$ cat src/rtl/control_unit_risc_if.sv
`default_nettype none
// ============================================================================
// Module   : control_unit_risc_if
// Purpose  : Control bundle between the RISC-SPM sequencer and its datapath.
// Revision : 1.0 - initial release
// ============================================================================
interface control_unit_risc_if #(
    parameter int WORD_SIZE = 8,
    parameter int OP_SIZE   = 4
);
    logic [WORD_SIZE-1:0] instruction;
    logic                 zero;
    logic [3:0]           load_reg;
    logic                 load_pc;
    logic                 inc_pc;
    logic                 load_ir;
    logic                 load_add_r;
    logic                 load_reg_y;
    logic                 load_reg_z;
    logic [2:0]           sel_bus_1;
    logic [1:0]           sel_bus_2;
    logic                 write;
    logic [OP_SIZE-1:0]   alu_select;
    logic                 halted;

    // master = sequencer, slave = datapath
    modport master (
        input  instruction, zero,
        output load_reg, load_pc, inc_pc, load_ir, load_add_r, load_reg_y,
               load_reg_z, sel_bus_1, sel_bus_2, write, alu_select, halted
    );

    modport slave (
        output instruction, zero,
        input  load_reg, load_pc, inc_pc, load_ir, load_add_r, load_reg_y,
               load_reg_z, sel_bus_1, sel_bus_2, write, alu_select, halted
    );
endinterface
`default_nettype wire

$ cat src/rtl/control_unit_risc.sv
`default_nettype none
// ============================================================================
// Module   : control_unit_risc
// Purpose  : Multi-cycle fetch/decode/execute sequencer for the RISC-SPM datapath.
// Revision : 1.0 - initial release
// ============================================================================
module control_unit_risc #(
    parameter int WORD_SIZE  = 8,
    parameter int OP_SIZE    = 4,
    parameter int STATE_SIZE = 4
) (
    input  logic                 clk,
    input  logic                 rst_n,
    control_unit_risc_if.master  bus
);

    typedef enum logic [STATE_SIZE-1:0] {
        S_IDLE = STATE_SIZE'(0),
        S_FET1 = STATE_SIZE'(1),
        S_FET2 = STATE_SIZE'(2),
        S_DEC  = STATE_SIZE'(3),
        S_EX1  = STATE_SIZE'(4),
        S_RD1  = STATE_SIZE'(5),
        S_RD2  = STATE_SIZE'(6),
        S_WR1  = STATE_SIZE'(7),
        S_WR2  = STATE_SIZE'(8),
        S_BR1  = STATE_SIZE'(9),
        S_BR2  = STATE_SIZE'(10),
        S_HALT = STATE_SIZE'(11)
    } state_t;

    localparam logic [OP_SIZE-1:0] c_op_nop = OP_SIZE'(0);
    localparam logic [OP_SIZE-1:0] c_op_add = OP_SIZE'(1);
    localparam logic [OP_SIZE-1:0] c_op_sub = OP_SIZE'(2);
    localparam logic [OP_SIZE-1:0] c_op_and = OP_SIZE'(3);
    localparam logic [OP_SIZE-1:0] c_op_not = OP_SIZE'(4);
    localparam logic [OP_SIZE-1:0] c_op_rd  = OP_SIZE'(5);
    localparam logic [OP_SIZE-1:0] c_op_wr  = OP_SIZE'(6);
    localparam logic [OP_SIZE-1:0] c_op_br  = OP_SIZE'(7);
    localparam logic [OP_SIZE-1:0] c_op_brz = OP_SIZE'(8);

    localparam logic [2:0] c_bus1_pc  = 3'd4;
    localparam logic [1:0] c_bus2_alu = 2'd0;
    localparam logic [1:0] c_bus2_b1  = 2'd1;
    localparam logic [1:0] c_bus2_mem = 2'd2;

    state_t             r_state;
    state_t             w_next_state;
    logic [OP_SIZE-1:0] w_opcode;
    logic [1:0]         w_src;
    logic [1:0]         w_dest;

    assign w_opcode = bus.instruction[WORD_SIZE-1 -: OP_SIZE];
    assign w_src    = bus.instruction[3:2];
    assign w_dest   = bus.instruction[1:0];

    always_ff @(posedge clk or negedge rst_n) begin
        if (!rst_n) begin
            r_state <= S_IDLE;
        end else begin
            r_state <= w_next_state;
        end
    end

    // Outputs decode straight from state so an async reset clears them without a clock.
    always_comb begin
        w_next_state   = r_state;
        bus.load_reg   = '0;
        bus.load_pc    = 1'b0;
        bus.inc_pc     = 1'b0;
        bus.load_ir    = 1'b0;
        bus.load_add_r = 1'b0;
        bus.load_reg_y = 1'b0;
        bus.load_reg_z = 1'b0;
        bus.sel_bus_1  = '0;
        bus.sel_bus_2  = '0;
        bus.write      = 1'b0;
        bus.alu_select = '0;
        bus.halted     = 1'b0;

        case (r_state)
            S_IDLE: w_next_state = S_FET1;
            S_FET1: begin
                bus.sel_bus_1  = c_bus1_pc;
                bus.sel_bus_2  = c_bus2_b1;
                bus.load_add_r = 1'b1;
                w_next_state   = S_FET2;
            end
            S_FET2: begin
                bus.sel_bus_2 = c_bus2_mem;
                bus.load_ir   = 1'b1;
                bus.inc_pc    = 1'b1;
                w_next_state  = S_DEC;
            end
            S_DEC: begin
                case (w_opcode)
                    c_op_nop: w_next_state = S_FET1;
                    c_op_add, c_op_sub, c_op_and: begin
                        bus.sel_bus_1  = {1'b0, w_src};
                        bus.sel_bus_2  = c_bus2_b1;
                        bus.load_reg_y = 1'b1;
                        w_next_state   = S_EX1;
                    end
                    c_op_not: begin
                        bus.sel_bus_1  = {1'b0, w_src};
                        bus.alu_select = c_op_not;
                        bus.sel_bus_2  = c_bus2_alu;
                        bus.load_reg   = 4'b0001 << w_dest;
                        bus.load_reg_z = 1'b1;
                        w_next_state   = S_FET1;
                    end
                    c_op_rd, c_op_wr, c_op_br, c_op_brz: begin
                        if (w_opcode == c_op_brz && !bus.zero) begin
                            // Untaken branch: step the PC over the address byte.
                            bus.inc_pc   = 1'b1;
                            w_next_state = S_FET1;
                        end else begin
                            bus.sel_bus_1  = c_bus1_pc;
                            bus.sel_bus_2  = c_bus2_b1;
                            bus.load_add_r = 1'b1;
                            if (w_opcode == c_op_rd) begin
                                w_next_state = S_RD1;
                            end else if (w_opcode == c_op_wr) begin
                                w_next_state = S_WR1;
                            end else begin
                                w_next_state = S_BR1;
                            end
                        end
                    end
                    default: w_next_state = S_HALT;
                endcase
            end
            S_EX1: begin
                bus.sel_bus_1  = {1'b0, w_dest};
                bus.alu_select = w_opcode;
                bus.sel_bus_2  = c_bus2_alu;
                bus.load_reg   = 4'b0001 << w_dest;
                bus.load_reg_z = 1'b1;
                w_next_state   = S_FET1;
            end
            S_RD1, S_WR1: begin
                bus.sel_bus_2  = c_bus2_mem;
                bus.load_add_r = 1'b1;
                bus.inc_pc     = 1'b1;
                w_next_state   = (r_state == S_RD1) ? S_RD2 : S_WR2;
            end
            S_RD2: begin
                bus.sel_bus_2 = c_bus2_mem;
                bus.load_reg  = 4'b0001 << w_dest;
                w_next_state  = S_FET1;
            end
            S_WR2: begin
                bus.sel_bus_1 = {1'b0, w_src};
                bus.write     = 1'b1;
                w_next_state  = S_FET1;
            end
            S_BR1: begin
                bus.sel_bus_2  = c_bus2_mem;
                bus.load_add_r = 1'b1;
                w_next_state   = S_BR2;
            end
            S_BR2: begin
                bus.sel_bus_2 = c_bus2_mem;
                bus.load_pc   = 1'b1;
                w_next_state  = S_FET1;
            end
            S_HALT: begin
                bus.halted   = 1'b1;
                w_next_state = S_HALT;
            end
            default: w_next_state = S_IDLE;
        endcase
    end

endmodule
`default_nettype wire

$ cat src/flat_wrapper.sv
// flat-port wrapper written by rule: the top's interface ports become plain ports
module control_unit_risc_flat 
#(
    parameter int WORD_SIZE  = 8,
    parameter int OP_SIZE    = 4,
    parameter int STATE_SIZE = 4
)
  (clk, rst_n, bus_instruction, bus_zero, bus_load_reg, bus_load_pc, bus_inc_pc, bus_load_ir, bus_load_add_r, bus_load_reg_y, bus_load_reg_z, bus_sel_bus_1, bus_sel_bus_2, bus_write, bus_alu_select, bus_halted);
  control_unit_risc_if #(.WORD_SIZE(WORD_SIZE), .OP_SIZE(OP_SIZE)) bus_i ();
  input  logic clk;
  input  logic rst_n;
  input wire logic [$bits(bus_i.instruction)-1:0] bus_instruction;
  input wire logic [$bits(bus_i.zero)-1:0] bus_zero;
  output wire logic [$bits(bus_i.load_reg)-1:0] bus_load_reg;
  output wire logic [$bits(bus_i.load_pc)-1:0] bus_load_pc;
  output wire logic [$bits(bus_i.inc_pc)-1:0] bus_inc_pc;
  output wire logic [$bits(bus_i.load_ir)-1:0] bus_load_ir;
  output wire logic [$bits(bus_i.load_add_r)-1:0] bus_load_add_r;
  output wire logic [$bits(bus_i.load_reg_y)-1:0] bus_load_reg_y;
  output wire logic [$bits(bus_i.load_reg_z)-1:0] bus_load_reg_z;
  output wire logic [$bits(bus_i.sel_bus_1)-1:0] bus_sel_bus_1;
  output wire logic [$bits(bus_i.sel_bus_2)-1:0] bus_sel_bus_2;
  output wire logic [$bits(bus_i.write)-1:0] bus_write;
  output wire logic [$bits(bus_i.alu_select)-1:0] bus_alu_select;
  output wire logic [$bits(bus_i.halted)-1:0] bus_halted;
  assign bus_i.instruction = bus_instruction;
  assign bus_i.zero = bus_zero;
  assign bus_load_reg = bus_i.load_reg;
  assign bus_load_pc = bus_i.load_pc;
  assign bus_inc_pc = bus_i.inc_pc;
  assign bus_load_ir = bus_i.load_ir;
  assign bus_load_add_r = bus_i.load_add_r;
  assign bus_load_reg_y = bus_i.load_reg_y;
  assign bus_load_reg_z = bus_i.load_reg_z;
  assign bus_sel_bus_1 = bus_i.sel_bus_1;
  assign bus_sel_bus_2 = bus_i.sel_bus_2;
  assign bus_write = bus_i.write;
  assign bus_alu_select = bus_i.alu_select;
  assign bus_halted = bus_i.halted;
  control_unit_risc #(.WORD_SIZE(WORD_SIZE), .OP_SIZE(OP_SIZE), .STATE_SIZE(STATE_SIZE)) u_core (.clk(clk), .rst_n(rst_n), .bus(bus_i));
endmodule
$ cat config.mk
export PLATFORM = sky130hd
export DESIGN_NAME = control_unit_risc_flat
export DESIGN_NICKNAME = d
export VERILOG_FILES = /design/src/rtl/control_unit_risc_if.sv /design/src/rtl/control_unit_risc.sv /design/src/flat_wrapper.sv
export SDC_FILE = /design/constraint.sdc
export NUM_CORES = 1
export LEC_CHECK = 0
export CORE_ASPECT_RATIO = 0.8
export CORE_MARGIN = 4
export CORE_UTILIZATION = 34
export CTS_CLUSTER_DIAMETER = 120
export CTS_CLUSTER_SIZE = 10
export DETAILED_ROUTE_END_ITERATION = 10
export HOLD_SLACK_MARGIN = 0.06
export PLACE_DENSITY = 0.75
export SYNTH_ARGS = -nofsm -noshare
export SYNTH_HDL_FRONTEND = slang
export SYNTH_SLANG_ARGS = --single-unit
$ cat constraint.sdc
create_clock -name clk -period 1.19 [get_ports clk]
set_input_delay 0.119 -clock clk [delete_from_list [all_inputs] [get_ports clk]]
set_output_delay 0.119 -clock clk [all_outputs]
set_load 0.05 [all_outputs]
==> out/metrics.cfg, run 1 <==
[floorplanning]
rows=13
die_h_um=45.1
boundaryPins=32
die_w_um=54.4
start_util_pct=36.0

[logic_synthesis]
async_flop_share_pct=100
synthesis.area_um2=586
ys_top_cells_by_area=dfrtp_1 (17%), nand2_1 (5.1%), nor3b_1 (5.1%)
yosysTopAreaCell=dfrtp_1
synth_area_per_cell_um2=7.23
synth_edf_count=0
synthCells=81
synth_cell_types=40
synth_seq_area_share_pct=17.1
ys_ff_latch=4
ys_warn_count=0
syn_nets=92
yosysTopAreaCellShare_pct=17.1
synth_flop_cell=dfrtp_1

[clock_network]
cts_hold_buf=0
post_cts_resized=43
cts_buffers=3
post_cts_buffers=13
htree_levels=1
max-clock-path-buffers=2
cts-root-buf=clkbuf_4
cts_num_sinks=4

[placement]
dp_worst_setup_slack_ns=-0.652
dp_hpwl_mm=2.69
postPlaceCellArea_um2=1550
gp_congestion=0.855
io_buffers=31

[run_status]
status=aborted with a tool error
stop_error=[ERROR DPL-0038] Utilization greater than 100%, impossible to legalize
lastStage=clock tree synthesis (4_1_cts)

[logic make-up after synthesis]
| family | Yosys count | synth area share [%] |
|---|---|---|
| buffers and inverters | 8 | 6.41 |
| xor gates and xnor gates | 1 | 1.50 |
| AOI/OAI and AO/OA | 26 | 33.1 |
| and+or+nand+nor | 42 | 41.9 |
| DFF | 4 | 17.1 |
[cell usage after synthesis, types with 2 or more instances]
master	instances
nand2_1	8
nor2_1	5
a21oi_1	4
and3_1	4
dfrtp_1	4
nor3_1	4
nor3b_1	4
buf_2	3
nor2b_1	3
o21a_1	3
a22o_1	2
a31oi_1	2
a32o_1	2
and2b_1	2
clkbuf_1	2
inv_1	2
nand2b_1	2
nand3_1	2
o21ai_0	2
[through the flow]
stage | cells | utilization [%]
after floorplan | 81 | -
after global placement | 158 | 95.2
after detailed placement | 158 | 95.2
==> run 2, diff against run 1 <==
- CORE_AREA: unset -> 4 4 65 67
- CORE_ASPECT_RATIO: 0.8 -> unset
- CORE_MARGIN: 4 -> unset
- CORE_UTILIZATION: 34 -> unset
- CTS_CLUSTER_DIAMETER: 120 -> unset
- CTS_CLUSTER_SIZE: 10 -> unset
- DIE_AREA: unset -> 0 0 69 71
- HOLD_SLACK_MARGIN: 0.06 -> unset
- PLACE_DENSITY: 0.75 -> unset
- PLACE_DENSITY_LB_ADDON: unset -> 0.15
- clock period: 1.19 -> 1.55 ns (I/O delays scaled with it)
==> run 2 against run 1 <==
Area after synthesis stayed put. Synthesized cell count stayed put. The flow now finishes, with violations (setup timing).
==> out/metrics.cfg, run 2 <==
[timing]
tightest_slew_ns=0.331
skew_ns=0.0000573
rsz0062_at_grt=yes
finalSetupViolations=17
fin_crit_sh_pct=111
setup_ws_ns=-0.174
max_slew_margin_pct=77.8
hold_violations=0
fmax_mhz=580
finalCriticalPeriod_ns=1.72
drv_slew=0

[run]
maxCapViolCount=0

[clock_network]
cts-root-buf=clkbuf_8
clkLatencyLatePin_ns=0.21
path_clk_slew_ns=0.03
cts_tree=done
cts_hold_buf=0  ; unchanged
cts_buffers=3  ; unchanged
max-clock-path-buffers=2  ; unchanged
cts_num_sinks=4  ; unchanged
htree_levels=1  ; unchanged

[placement]
io_buffers=31  ; unchanged
dp_hpwl_mm=2.07  ; -23%
gp_congestion=0.864  ; +1.1%
dp_worst_setup_slack_ns=-0.280  ; +0.371 ns

[worst_setup_path]
reg2reg_slack_ns=0.16
reg2reg_depth=6
start_kind=register
critical_path_arrival_ns=1.57
crit_path_end=bus_sel_bus_1[1]
crit_type=reg2out
critPathCaptureType=output pin
required_ns=1.39
cp_slowest_cell=dfrtp_1
crit_buf_inv=2
worstReg2RegStart=u_core.r_state[1]$_DFF_PN0_
path_depth=5
worst_path_dominant_cell_family=compound AO/OA/AOI/OAI gates
r2r-end=u_core.r_state[1]$_DFF_PN0_
crit_start=u_core.r_state[3]$_DFF_PN0_
crit_chain=buf_6 > and2b_2 > a22o_1 > a32o_2 > buf_12
critical-path-max-stage-delay_ns=0.39
cp_max_fo=6

[logic_synthesis]
syn_nets=92  ; unchanged
async_flop_share_pct=100  ; unchanged
synth_edf_count=0  ; unchanged
synth_area_per_cell_um2=7.23  ; unchanged
ys_ff_latch=4  ; unchanged
yosysTopAreaCellShare_pct=17.1  ; unchanged
synthCells=81  ; unchanged
yosysMostFrequentCell=nand2_1
synth_flop_cell=dfrtp_1
synth_cell_types=40  ; unchanged
yosysTopAreaCell=dfrtp_1
synth_seq_area_share_pct=17.1  ; unchanged
synthTopCellsByCount=nand2_1 (8), nor2_1 (5)
synthesis.area_um2=586  ; unchanged
ys_warn_count=0  ; unchanged
ys_top_cells_by_area=dfrtp_1 (17%), nand2_1 (5.1%), nor3b_1 (5.1%)

[power_and_ir_drop]
p_int_mw=1.63
p_comb_share_pct=86.2
max-vdd-ir-drop_uv=826
p_per_area_nw_per_um2=1870
clkPwrFrac_pct=6.7
power.switching_mw=1.50
swShare_pct=48.0
p_total_mw=3.13
pwr-share-seq_pct=7.2
p_leak_nw=0.682

[worst_hold_path]
hold_path_class=in2async

[grt]
grt_pass1_wl_mm=4.31
grt_pass1_vias=872
overflow=0
grt_start_max_net_pins=9
track_usage_pct=10.3
antenna_found_initial=0

[final_layout]
reg_top3=u_core.r_state (4)
fillCellCount=351
syn_to_final_growth_pct=186
final_common_cell=buf_4
largest_register_ffs=4
drive_above_1_share_pct=64.8
nNetsFinal=155
mostFrequentLayoutCells=buf_4 (26), buf_12 (17), buf_6 (10), nand2_1 (7), clkdlybuf4s50_1 (6)
diodes=0
top_register=u_core.r_state
multi_input_area_um2=706
seq_area_um2=103

[route]
dr.pass1.iters=5
drcViolationCount=0
drtAntennaViolNets=0
wire_per_inst_um=13.8
vias_per_cell=4.63
drt_first_iter_violations=38
routed_wl_mm=2.61
vias=880

[floorplanning]
die_h_um=71  ; +57%
die_area_um2=4900
rows=22  ; +9
die_w_um=69  ; +27%
boundaryPins=32  ; unchanged
start_util_pct=16.1  ; -20 points
coreArea_um2=3630

[run_status]
failed_checks=setup timing
status=finished, violations left

-- run 2: cell counts after synthesis --
Identical to the previous run, type by type.
-- run 2: metrics by stage --
step                area, um2  std cells  TNS (ns)  utilization, %  hold WS, ns
finish                   1680        190     -1.38            46.1        0.149
global route             1680        190     -2.38            46.1        0.163
CTS                      1590        187     -1.63            43.6        0.154
detailed placement       1430        183     -2.37            39.5        0.376
global placement         1430        183     -2.14            39.5        0.365
floorplan                 716         81     -1.28               -       -0.141
-- run 2: worst min-delay path by stage --
stage | start | end | cells after the start | slack, ns
after CTS | rst_n | u_core.r_state[0]$_DFF_PN0_ | 1 | 0.15
after global placement | rst_n | u_core.r_state[0]$_DFF_PN0_ | 1 | 0.36
after detailed placement | rst_n | u_core.r_state[0]$_DFF_PN0_ | 1 | 0.38
after global routing | rst_n | u_core.r_state[3]$_DFF_PN0_ | 1 | 0.16
final | rst_n | u_core.r_state[3]$_DFF_PN0_ | 1 | 0.15
after floorplan | rst_n | u_core.r_state[0]$_DFF_PN0_ | 0 | -0.14
-- run 2: repair_timing --
item	CTS	global route
setup endpoints to repair	19	20
pin swaps	8	11
setup buffers	1	4
gates resized for setup	26	19
-- run 2: metal layers --
metal / vias up / GRT usage (%) / share of wire, %
met4: 0 / 1.95 / 0
met2: 16 / 17.3 / 54
li1: 436 / - / -
met3: 0 / 1.85 / 3.5
met5: - / 0 / 0
met1: 428 / 13.9 / 43
-- run 2: cell families after synthesis --
kind of cell	synth area share (%)
buf+inv	6.41
compound gates	33.1
flops	17.1
simple gates	41.9
xor+xnor	1.50
-- run 2: final cells by class --
cell class / count / share of cell area (%)
inverters: 2 / 0.448
repair buffers: 64 / 45.3
clock buffers: 3 / 2.46
well taps: 48 / 3.58
flip-flops and latches: 4 / 6.12
multi-input cells: 69 / 42.1
-- run 2: power by group through the flow --
stage	Clock (mW)	Sequential (mW)	Combinational (mW)
final	0.209	0.224	2.70
after CTS	0.216	0.206	2.48
after floorplan	0	0.209	1.19
after global placement	0	0.204	2.30
after detailed placement	0	0.205	2.30
after global routing	0.225	0.232	2.83
Note: power is estimated with default switching activity, not from simulation.
==> run 3, diff against run 2 <==
- CTS_CLUSTER_DIAMETER: unset -> 120
==> results of run 3 <==
The final DEF is identical to that of run 2; final timing and power are the same.
